--- config.mk ---
export PLATFORM = sky130hd
export DESIGN_NAME = uart_fifo_drive_flat
export DESIGN_NICKNAME = d
export VERILOG_FILES = /design/src/rtl/uart_pkg.sv /design/src/rtl/uart_fifo_drive_if.sv /design/src/rtl/uart_sync_fifo.sv /design/src/rtl/uart_fifo_drive.sv /design/src/flat_wrapper.sv
export SDC_FILE = /design/constraint.sdc
export NUM_CORES = 1
export LEC_CHECK = 0
export BUFFER_PORTS_ARGS = -buffer_cell sky130_fd_sc_hd__buf_2
export CAP_MARGIN = 25
export CELL_PAD_IN_SITES_DETAIL_PLACEMENT = 1
export CELL_PAD_IN_SITES_GLOBAL_PLACEMENT = 2
export CORE_AREA = 2 2 243 149
export DETAILED_ROUTE_END_ITERATION = 16
export DIE_AREA = 0 0 245 151
export MAX_ROUTING_LAYER = met4
export PLACE_DENSITY_LB_ADDON = 0.15
export SLEW_MARGIN = 20
export SYNTH_ARGS = -nofsm -noshare
export SYNTH_HDL_FRONTEND = slang
export SYNTH_SLANG_ARGS = --single-unit
--- constraint.sdc ---
create_clock -name i_clk -period 3.4 [get_ports i_clk]
set_input_delay 0.68 -clock i_clk [delete_from_list [all_inputs] [get_ports i_clk]]
set_output_delay 0.68 -clock i_clk [all_outputs]
set_load 0.005 [all_outputs]
--- src/rtl/uart_pkg.sv ---
// Shared UART definitions: parity mode constants, TX/RX FSM state
// encodings and a parity helper.
package uart_pkg;

    localparam int PARITY_NONE = 0;
    localparam int PARITY_ODD  = 1;
    localparam int PARITY_EVEN = 2;

    typedef enum logic [2:0] {
        TX_IDLE,
        TX_START,
        TX_DATA,
        TX_PARITY,
        TX_STOP
    } tx_state_t;

    typedef enum logic [2:0] {
        RX_IDLE,
        RX_START,
        RX_DATA,
        RX_PARITY,
        RX_STOP
    } rx_state_t;

    // Words narrower than 8 bits are zero-extended; the extra zeros do not
    // change the XOR, so one helper covers all legal data widths.
    function automatic logic parity_of(input logic [7:0] data, input int mode);
        return (mode == PARITY_ODD) ? ~(^data) : (^data);
    endfunction

endpackage

--- src/rtl/uart_fifo_drive_if.sv ---
// User-side word interface of uart_fifo_drive.
//   i_user_tx_data / i_user_tx_valid / o_user_tx_ready : TX word handshake
//   o_user_rx_data / o_user_rx_valid / i_user_rx_ready : RX word handshake (FWFT)
// slave modport is the UART side, master modport is the user side.
interface uart_fifo_drive_if #(
    parameter int P_UART_DATA_WIDTH = 8
);
    logic [P_UART_DATA_WIDTH-1:0] i_user_tx_data;
    logic                         i_user_tx_valid;
    logic                         o_user_tx_ready;
    logic [P_UART_DATA_WIDTH-1:0] o_user_rx_data;
    logic                         o_user_rx_valid;
    logic                         i_user_rx_ready;

    modport slave (
        input  i_user_tx_data,
        input  i_user_tx_valid,
        output o_user_tx_ready,
        output o_user_rx_data,
        output o_user_rx_valid,
        input  i_user_rx_ready
    );

    modport master (
        output i_user_tx_data,
        output i_user_tx_valid,
        input  o_user_tx_ready,
        input  o_user_rx_data,
        input  o_user_rx_valid,
        output i_user_rx_ready
    );
endinterface

--- src/rtl/uart_sync_fifo.sv ---
// Single-clock first-word-fall-through FIFO.
//   clk, rst_n     : clock, asynchronous active-low reset
//   push/push_data : write request and word
//   pop/pop_data   : read request; pop_data shows the head word (0 when empty)
//   full/empty     : occupancy flags
// A push while full is accepted when a pop frees the slot in the same cycle.
module uart_sync_fifo #(
    parameter int WIDTH = 8,
    parameter int DEPTH = 16
) (
    input  logic             clk,
    input  logic             rst_n,
    input  logic             push,
    input  logic [WIDTH-1:0] push_data,
    input  logic             pop,
    output logic [WIDTH-1:0] pop_data,
    output logic             full,
    output logic             empty
);
    localparam int AW = (DEPTH > 1) ? $clog2(DEPTH) : 1;

    logic [WIDTH-1:0] mem [DEPTH];
    logic [AW:0]      wr_ptr;
    logic [AW:0]      rd_ptr;
    logic             do_push;
    logic             do_pop;

    // Extra MSB on the pointers separates full from empty when indices match.
    assign empty   = (wr_ptr == rd_ptr);
    assign full    = (wr_ptr[AW] != rd_ptr[AW]) &&
                     (wr_ptr[AW-1:0] == rd_ptr[AW-1:0]);
    assign do_pop  = pop && !empty;
    assign do_push = push && (!full || do_pop);
    assign pop_data = empty ? '0 : mem[rd_ptr[AW-1:0]];

    always_ff @(posedge clk or negedge rst_n) begin
        if (!rst_n) begin
            wr_ptr <= '0;
            rd_ptr <= '0;
        end else begin
            if (do_push) wr_ptr <= wr_ptr + 1'b1;
            if (do_pop)  rd_ptr <= rd_ptr + 1'b1;
        end
    end

    always_ff @(posedge clk) begin
        if (do_push) mem[wr_ptr[AW-1:0]] <= push_data;
    end

endmodule

--- src/rtl/uart_fifo_drive.sv ---
// UART transceiver with TX and RX word FIFOs.
//   i_clk, i_rst_n    : clock, asynchronous active-low reset
//   i_uart_rx         : serial input (asynchronous, synchronised internally)
//   o_uart_tx         : serial output, idles high
//   user              : TX/RX word handshakes (uart_fifo_drive_if.slave)
//   o_rx_parity_err, o_rx_frame_err, o_rx_overrun : one-cycle error pulses
//   o_tx_busy         : frame on the line or TX FIFO not empty
module uart_fifo_drive import uart_pkg::*; #(
    parameter int P_SYSTEM_CLK      = 50_000_000,
    parameter int P_UART_BUADRATE   = 115200,
    parameter int P_UART_DATA_WIDTH = 8,
    parameter int P_UART_STOP_WIDTH = 1,
    parameter int P_UART_CHECK      = 0,
    parameter int P_FIFO_DEPTH      = 16
) (
    input  logic               i_clk,
    input  logic               i_rst_n,
    input  logic               i_uart_rx,
    output logic               o_uart_tx,
    uart_fifo_drive_if.slave   user,
    output logic               o_rx_parity_err,
    output logic               o_rx_frame_err,
    output logic               o_rx_overrun,
    output logic               o_tx_busy
);
    localparam int W   = P_UART_DATA_WIDTH;
    localparam int DIV = P_SYSTEM_CLK / P_UART_BUADRATE;
    localparam int CW  = (DIV > 1) ? $clog2(DIV) : 1;
    localparam logic [CW-1:0] BIT_LAST  = CW'(DIV - 1);
    localparam logic [CW-1:0] HALF_LAST = CW'(DIV / 2 - 1);
    localparam logic [2:0]    DATA_LAST = 3'(W - 1);
    localparam logic [2:0]    STOP_LAST = 3'(P_UART_STOP_WIDTH - 1);

    // ---------------- TX path ----------------
    logic         tx_push, tx_pop, tx_full, tx_empty;
    logic [W-1:0] tx_fifo_data;
    tx_state_t    tx_state, tx_state_n;
    logic [CW-1:0] tx_cnt, tx_cnt_n;
    logic [2:0]   tx_bit, tx_bit_n;
    logic [W-1:0] tx_shift, tx_shift_n;
    logic         tx_par, tx_par_n;
    logic         tx_line, tx_line_n;
    logic         tx_bit_end;

    assign user.o_user_tx_ready = i_rst_n && !tx_full;
    assign tx_push = user.i_user_tx_valid && user.o_user_tx_ready;

    uart_sync_fifo #(.WIDTH(W), .DEPTH(P_FIFO_DEPTH)) u_tx_fifo (
        .clk       (i_clk),
        .rst_n     (i_rst_n),
        .push      (tx_push),
        .push_data (user.i_user_tx_data),
        .pop       (tx_pop),
        .pop_data  (tx_fifo_data),
        .full      (tx_full),
        .empty     (tx_empty)
    );

    assign tx_bit_end = (tx_cnt == BIT_LAST);

    always_ff @(posedge i_clk or negedge i_rst_n) begin
        if (!i_rst_n) begin
            tx_state <= TX_IDLE;
            tx_cnt   <= '0;
            tx_bit   <= '0;
            tx_shift <= '0;
            tx_par   <= 1'b0;
            tx_line  <= 1'b1;
        end else begin
            tx_state <= tx_state_n;
            tx_cnt   <= tx_cnt_n;
            tx_bit   <= tx_bit_n;
            tx_shift <= tx_shift_n;
            tx_par   <= tx_par_n;
            tx_line  <= tx_line_n;
        end
    end

    always_comb begin
        tx_state_n = tx_state;
        tx_cnt_n   = tx_cnt + 1'b1;
        tx_bit_n   = tx_bit;
        tx_shift_n = tx_shift;
        tx_par_n   = tx_par;
        tx_pop     = 1'b0;
        tx_line_n  = 1'b1;
        unique case (tx_state)
            TX_IDLE: begin
                tx_cnt_n = '0;
                if (!tx_empty) begin
                    tx_pop     = 1'b1;
                    tx_shift_n = tx_fifo_data;
                    tx_par_n   = parity_of(8'(tx_fifo_data), P_UART_CHECK);
                    tx_state_n = TX_START;
                end
            end
            TX_START: begin
                if (tx_bit_end) begin
                    tx_cnt_n   = '0;
                    tx_bit_n   = '0;
                    tx_state_n = TX_DATA;
                end
            end
            TX_DATA: begin
                if (tx_bit_end) begin
                    tx_cnt_n   = '0;
                    tx_shift_n = tx_shift >> 1;
                    if (tx_bit == DATA_LAST) begin
                        tx_bit_n   = '0;
                        tx_state_n = (P_UART_CHECK != PARITY_NONE) ? TX_PARITY : TX_STOP;
                    end else begin
                        tx_bit_n = tx_bit + 1'b1;
                    end
                end
            end
            TX_PARITY: begin
                if (tx_bit_end) begin
                    tx_cnt_n   = '0;
                    tx_bit_n   = '0;
                    tx_state_n = TX_STOP;
                end
            end
            TX_STOP: begin
                if (tx_bit_end) begin
                    tx_cnt_n = '0;
                    if (tx_bit == STOP_LAST) begin
                        tx_bit_n = '0;
                        // Chain straight into the next start bit when words wait.
                        if (!tx_empty) begin
                            tx_pop     = 1'b1;
                            tx_shift_n = tx_fifo_data;
                            tx_par_n   = parity_of(8'(tx_fifo_data), P_UART_CHECK);
                            tx_state_n = TX_START;
                        end else begin
                            tx_state_n = TX_IDLE;
                        end
                    end else begin
                        tx_bit_n = tx_bit + 1'b1;
                    end
                end
            end
            default: tx_state_n = TX_IDLE;
        endcase
        // Line level follows the state being entered, so the output is registered.
        unique case (tx_state_n)
            TX_START:  tx_line_n = 1'b0;
            TX_DATA:   tx_line_n = tx_shift_n[0];
            TX_PARITY: tx_line_n = tx_par_n;
            default:   tx_line_n = 1'b1;
        endcase
    end

    assign o_uart_tx = tx_line;
    assign o_tx_busy = (tx_state != TX_IDLE) || !tx_empty;

    // ---------------- RX path ----------------
    logic          rx_meta, rx_sync, rx_prev, rx_fall;
    logic          rx_push, rx_pop, rx_full, rx_empty;
    logic [W-1:0]  rx_fifo_data;
    rx_state_t     rx_state, rx_state_n;
    logic [CW-1:0] rx_cnt, rx_cnt_n;
    logic [2:0]    rx_bit, rx_bit_n;
    logic [W-1:0]  rx_shift, rx_shift_n;
    logic          rx_par, rx_par_n;
    logic          perr, perr_n, ferr, ferr_n, ovr, ovr_n;
    logic          rx_bit_end;

    always_ff @(posedge i_clk or negedge i_rst_n) begin
        if (!i_rst_n) begin
            rx_meta <= 1'b1;
            rx_sync <= 1'b1;
            rx_prev <= 1'b1;
        end else begin
            rx_meta <= i_uart_rx;
            rx_sync <= rx_meta;
            rx_prev <= rx_sync;
        end
    end

    assign rx_fall    = rx_prev && !rx_sync;
    assign rx_bit_end = (rx_cnt == BIT_LAST);
    assign rx_pop     = user.o_user_rx_valid && user.i_user_rx_ready;

    uart_sync_fifo #(.WIDTH(W), .DEPTH(P_FIFO_DEPTH)) u_rx_fifo (
        .clk       (i_clk),
        .rst_n     (i_rst_n),
        .push      (rx_push),
        .push_data (rx_shift),
        .pop       (rx_pop),
        .pop_data  (rx_fifo_data),
        .full      (rx_full),
        .empty     (rx_empty)
    );

    assign user.o_user_rx_valid = !rx_empty;
    assign user.o_user_rx_data  = rx_fifo_data;

    always_ff @(posedge i_clk or negedge i_rst_n) begin
        if (!i_rst_n) begin
            rx_state <= RX_IDLE;
            rx_cnt   <= '0;
            rx_bit   <= '0;
            rx_shift <= '0;
            rx_par   <= 1'b0;
            perr     <= 1'b0;
            ferr     <= 1'b0;
            ovr      <= 1'b0;
        end else begin
            rx_state <= rx_state_n;
            rx_cnt   <= rx_cnt_n;
            rx_bit   <= rx_bit_n;
            rx_shift <= rx_shift_n;
            rx_par   <= rx_par_n;
            perr     <= perr_n;
            ferr     <= ferr_n;
            ovr      <= ovr_n;
        end
    end

    always_comb begin
        rx_state_n = rx_state;
        rx_cnt_n   = rx_cnt + 1'b1;
        rx_bit_n   = rx_bit;
        rx_shift_n = rx_shift;
        rx_par_n   = rx_par;
        rx_push    = 1'b0;
        perr_n     = 1'b0;
        ferr_n     = 1'b0;
        ovr_n      = 1'b0;
        unique case (rx_state)
            RX_IDLE: begin
                rx_cnt_n = '0;
                if (rx_fall) rx_state_n = RX_START;
            end
            RX_START: begin
                // Half a bit in: line back high means a glitch, not a start bit.
                if (rx_cnt == HALF_LAST) begin
                    rx_cnt_n = '0;
                    if (rx_sync) begin
                        rx_state_n = RX_IDLE;
                    end else begin
                        rx_bit_n   = '0;
                        rx_state_n = RX_DATA;
                    end
                end
            end
            RX_DATA: begin
                if (rx_bit_end) begin
                    rx_cnt_n   = '0;
                    rx_shift_n = {rx_sync, rx_shift[W-1:1]};
                    if (rx_bit == DATA_LAST) begin
                        rx_bit_n   = '0;
                        rx_state_n = (P_UART_CHECK != PARITY_NONE) ? RX_PARITY : RX_STOP;
                    end else begin
                        rx_bit_n = rx_bit + 1'b1;
                    end
                end
            end
            RX_PARITY: begin
                if (rx_bit_end) begin
                    rx_cnt_n   = '0;
                    rx_par_n   = rx_sync;
                    rx_state_n = RX_STOP;
                end
            end
            RX_STOP: begin
                if (rx_bit_end) begin
                    rx_cnt_n   = '0;
                    rx_state_n = RX_IDLE;
                    ferr_n = !rx_sync;
                    perr_n = (P_UART_CHECK != PARITY_NONE) &&
                             (rx_par != parity_of(8'(rx_shift), P_UART_CHECK));
                    if (!ferr_n && !perr_n) begin
                        if (rx_full && !rx_pop) ovr_n = 1'b1;
                        else                    rx_push = 1'b1;
                    end
                end
            end
            default: rx_state_n = RX_IDLE;
        endcase
    end

    assign o_rx_parity_err = perr;
    assign o_rx_frame_err  = ferr;
    assign o_rx_overrun    = ovr;

endmodule

--- src/flat_wrapper.sv ---
// flat-port wrapper written by rule: the top's interface ports become plain ports
module uart_fifo_drive_flat import uart_pkg::*;
#(
    parameter int P_SYSTEM_CLK      = 50_000_000,
    parameter int P_UART_BUADRATE   = 115200,
    parameter int P_UART_DATA_WIDTH = 8,
    parameter int P_UART_STOP_WIDTH = 1,
    parameter int P_UART_CHECK      = 0,
    parameter int P_FIFO_DEPTH      = 16
)
  (i_clk, i_rst_n, i_uart_rx, o_uart_tx, o_rx_parity_err, o_rx_frame_err, o_rx_overrun, o_tx_busy, user_i_user_tx_data, user_i_user_tx_valid, user_o_user_tx_ready, user_o_user_rx_data, user_o_user_rx_valid, user_i_user_rx_ready);
  uart_fifo_drive_if #(.P_UART_DATA_WIDTH(P_UART_DATA_WIDTH)) user_i ();
  input  logic i_clk;
  input  logic i_rst_n;
  input  logic i_uart_rx;
  output logic o_uart_tx;
  output logic o_rx_parity_err;
  output logic o_rx_frame_err;
  output logic o_rx_overrun;
  output logic o_tx_busy;
  input wire logic [$bits(user_i.i_user_tx_data)-1:0] user_i_user_tx_data;
  input wire logic [$bits(user_i.i_user_tx_valid)-1:0] user_i_user_tx_valid;
  output wire logic [$bits(user_i.o_user_tx_ready)-1:0] user_o_user_tx_ready;
  output wire logic [$bits(user_i.o_user_rx_data)-1:0] user_o_user_rx_data;
  output wire logic [$bits(user_i.o_user_rx_valid)-1:0] user_o_user_rx_valid;
  input wire logic [$bits(user_i.i_user_rx_ready)-1:0] user_i_user_rx_ready;
  assign user_i.i_user_tx_data = user_i_user_tx_data;
  assign user_i.i_user_tx_valid = user_i_user_tx_valid;
  assign user_o_user_tx_ready = user_i.o_user_tx_ready;
  assign user_o_user_rx_data = user_i.o_user_rx_data;
  assign user_o_user_rx_valid = user_i.o_user_rx_valid;
  assign user_i.i_user_rx_ready = user_i_user_rx_ready;
  uart_fifo_drive #(.P_SYSTEM_CLK(P_SYSTEM_CLK), .P_UART_BUADRATE(P_UART_BUADRATE), .P_UART_DATA_WIDTH(P_UART_DATA_WIDTH), .P_UART_STOP_WIDTH(P_UART_STOP_WIDTH), .P_UART_CHECK(P_UART_CHECK), .P_FIFO_DEPTH(P_FIFO_DEPTH)) u_core (.i_clk(i_clk), .i_rst_n(i_rst_n), .i_uart_rx(i_uart_rx), .o_uart_tx(o_uart_tx), .user(user_i), .o_rx_parity_err(o_rx_parity_err), .o_rx_frame_err(o_rx_frame_err), .o_rx_overrun(o_rx_overrun), .o_tx_busy(o_tx_busy));
endmodule
==> metrics.txt <==
status finished, final reports clean; Placed Area 0.0147 mm²; layout cells sized above 1 22.7%; DRC Markers 0; register area share after synthesis 69.3%; Hold Violations, Final 0; antenna viol nets, final 0; Detail Placement HPWL 21800 µm; first-pass GRT wire length 49200 µm; Slew HR 49.3%; detail-routed via count per cell 5.37; Arrival @ worst endpoint 2.48 ns; Final TNS setup 0 ns; CP cell instances buf_12 -> mux4_2 -> nor2b_1 -> a211oi_1 -> a211oi_1 -> buf_2; Worst path slowest cell mux4_2; Net count, final 911; worst hold path type input pin to async pin; Period minus WS final 3.16 ns; non-filler cells, final 1370; H-tree depth reported by CTS 2; Critical Path Source Type flop; Most common cell on crit path a211oi_1; clock root buffer clkbuf_16; placed insts 1309; fin area 0.0158 mm²; crit-path max FO 36; GR met3 Demand/Resource 4.93%; maximum VDD drop 0.000337 V; MaxCap Viol Count 0; initial antenna violation count 0; Total Wirelength 32300 µm; per-cell routed wire length 23.6 µm; most frequent cells in the layout edfxtp_1 (256), mux4_2 (70), dfrtp_1 (67); Max clock buf depth 3; fmax 316 MHz; row cnt 53; post-synth top area share 56.0%; Avg Inst Size Synth 16.9 µm²; Power Dens Cells 610 mW/mm²; Area Growth Syn to Fin 14.7%; Initial DRC Count 643; Pins Over Slew Limit 0; total die area 0.0370 mm²; Top FF cell, synth edfxtp_1; Post-synth EDFFs 256; Synth Net Count 845; Post-CTS Setup Bufs 0; Hold-fix buffers, CTS 0; largest net degree at the start of global routing 56; busiest grt layer met1; Num CTS Buffers 34; # setup viols final 0; core box area 0.0347 mm²; Yosys Warn Count 0; Gate Count Post-Synth 812; final clock skew 0.0247 ns; Largest stage delay, worst path 0.57 ns; synth unique cells 57; most common cell after layout, fill and taps aside edfxtp_1; io pins 28; Pleak 5.79 nW; # fillers 3346; Worst-Skew Late Latency 0.53 ns; Port Buffers 26; Pre-Repair DR Iteration Count 5; kind of critical path flop to output pin; total gr overflow 0; via count 7359; die width 245 µm; met1 usage 29.1%; diodes inserted 0; vias in the first global route 7678; CP required 2.72 ns; Initial Util 39.6%; top post-synthesis cells by area edfxtp_1 (56%), dfrtp_1 (13%), mux4_2 (11%); Placer Congestion 0.781; Async SR Flop Fraction 22.2%; RSZ-0062 raised after global routing false; final worst-path cycle share 93.0%; CTS sink count 329; Chip Height 151 µm; clock transition at the registers of the reported paths 0.06 ns; Synth Cell Area 0.0137 mm²; met2 usage 24.0%; Synth Register Bits 329; Buffers & Inverters on Critical Path 2; GRT Total Usage 18.7%; Final WS setup 0.239 ns; setup slack at placement 0.374 ns; Crit. End Element output pin; worst slew pin tran 0.761 ns; TritonCTS clock tree done; leading area contributor after synthesis edfxtp_1; CP delay by family, top multiplexers
==> repair_timing <==
action,CTS,global route
gates cloned,0,0
setup endpoints to repair,2,3
resized for setup,1,3
endpoints found under the hold margin,0,0
==> worst register-to-register path: stages (launching register included) <==
cell and delay [ns]:
dfrtp_1 0.40, inv_1 0.11, ha_1 0.18, nand4b_1 0.10, nor4_1 0.35, nand3_1 0.22
nor2_1 0.48, nand2_1 0.29, nor3_1 0.21, buf_4 0.22
==> stage by stage <==
| stage | power, mW | utilization [%] | hold WS, ns |
|---|---|---|---|
| floorplan | 5.58 | - | 0.345 |
| global placement | 6.05 | 42.3 | 0.351 |
| detailed placement | 6.09 | 42.3 | 0.349 |
| CTS | 9.75 | 45.4 | 0.0333 |
| global route | 10.0 | 45.4 | 0.0449 |
| finish | 9.61 | 45.4 | 0.0502 |
==> power by group <==
| group | total (mW) | switching [mW] | internal, mW | leakage, nW |
|---|---|---|---|---|
| Clock | 3.60 | 1.54 | 2.06 | 0.518 |
| Combinational | 1.38 | 0.812 | 0.567 | 1.70 |
| Sequential | 4.63 | 0.151 | 4.48 | 3.57 |
==> cell families after synthesis <==
logic type | Yosys count | share of synthesized area [%]
AOI/OAI and AO/OA | 57 | 3.01
xor gates and xnor gates | 59 | 3.76
adders and majority gates | 20 | 1.82
buffers and inverters | 59 | 1.85
DFF | 329 | 69.3
muxes | 96 | 13.5
other | 1 | 0.0273
and+or+nand+nor | 191 | 6.71
==> cell type report <==
class | instances | area, µm² | share of cell area [%]
flip-flops and latches | 329 | 9520 | 60.5
well taps | 467 | 584 | 3.71
clock inverters | 15 | 148 | 0.937
multi-input cells | 424 | 3990 | 25.3
repair buffers | 72 | 528 | 3.35
clock buffers | 46 | 916 | 5.81
inverters | 17 | 63.8 | 0.405
==> cell usage after synthesis, drive strengths merged, types with 10 or more instances <==
cell type    n
edfxtp     256
mux4        70
dfrtp       69
nor2        62
nand2       44
xnor2       43
clkbuf      28
ha          20
a211oi      17
inv         17
mux2        16
xor2        16
nor3        15
buf         14
nand3       14
nor2b       13
o21ai       12
mux2i       10
nand4       10
==> metal layers <==
layer / wire length [µm] / part of all wire (%)
met5: 0 / 0
met3: 2280 / 7.0
met4: 452 / 1.4
met1: 16700 / 52
met2: 12900 / 40
==> sequential cells by signal, indices dropped and copies added, names as in the netlist, 3 cells and up <==
signal	flops
u_core.u_tx_fifo.wr_ptr	5
u_core.tx_bit	3
u_core.tx_cnt	9
u_core.rx_shift	8
u_core.rx_cnt	9
u_core.u_rx_fifo.mem	128
u_core.u_tx_fifo.rd_ptr	5
u_core.tx_state	3
u_core.u_rx_fifo.rd_ptr	5
u_core.u_tx_fifo.mem	128
u_core.rx_bit	3
u_core.rx_state	3
u_core.u_rx_fifo.wr_ptr	5
u_core.tx_shift	8
==> final timing paths <==
path | start | to | slack (ns) | cells past startpoint
min | i_rst_n | u_core.tx_par$_DFF_PN0_ | 0.05 | 1
min reg2reg | u_core.rx_meta$_DFF_PN1_ | u_core.rx_sync$_DFF_PN1_ | 0.36 | 0
max | u_core.u_rx_fifo.rd_ptr[0]$_DFFE_PN0P_ | user_o_user_rx_data[7] | 0.24 | 6
max reg2reg | u_core.rx_cnt[1]$_DFF_PN0_ | u_core.u_rx_fifo.mem[3][4]$_DFFE_PP_ | 0.55 | 9
min in group i_clk | i_uart_rx | u_core.rx_meta$_DFF_PN1_ | 0.28 | 1
max in group asynchronous | i_rst_n | u_core.u_rx_fifo.rd_ptr[0]$_DFFE_PN0P_ | 2.24 | 2
Power figures use the tool's default switching activity.
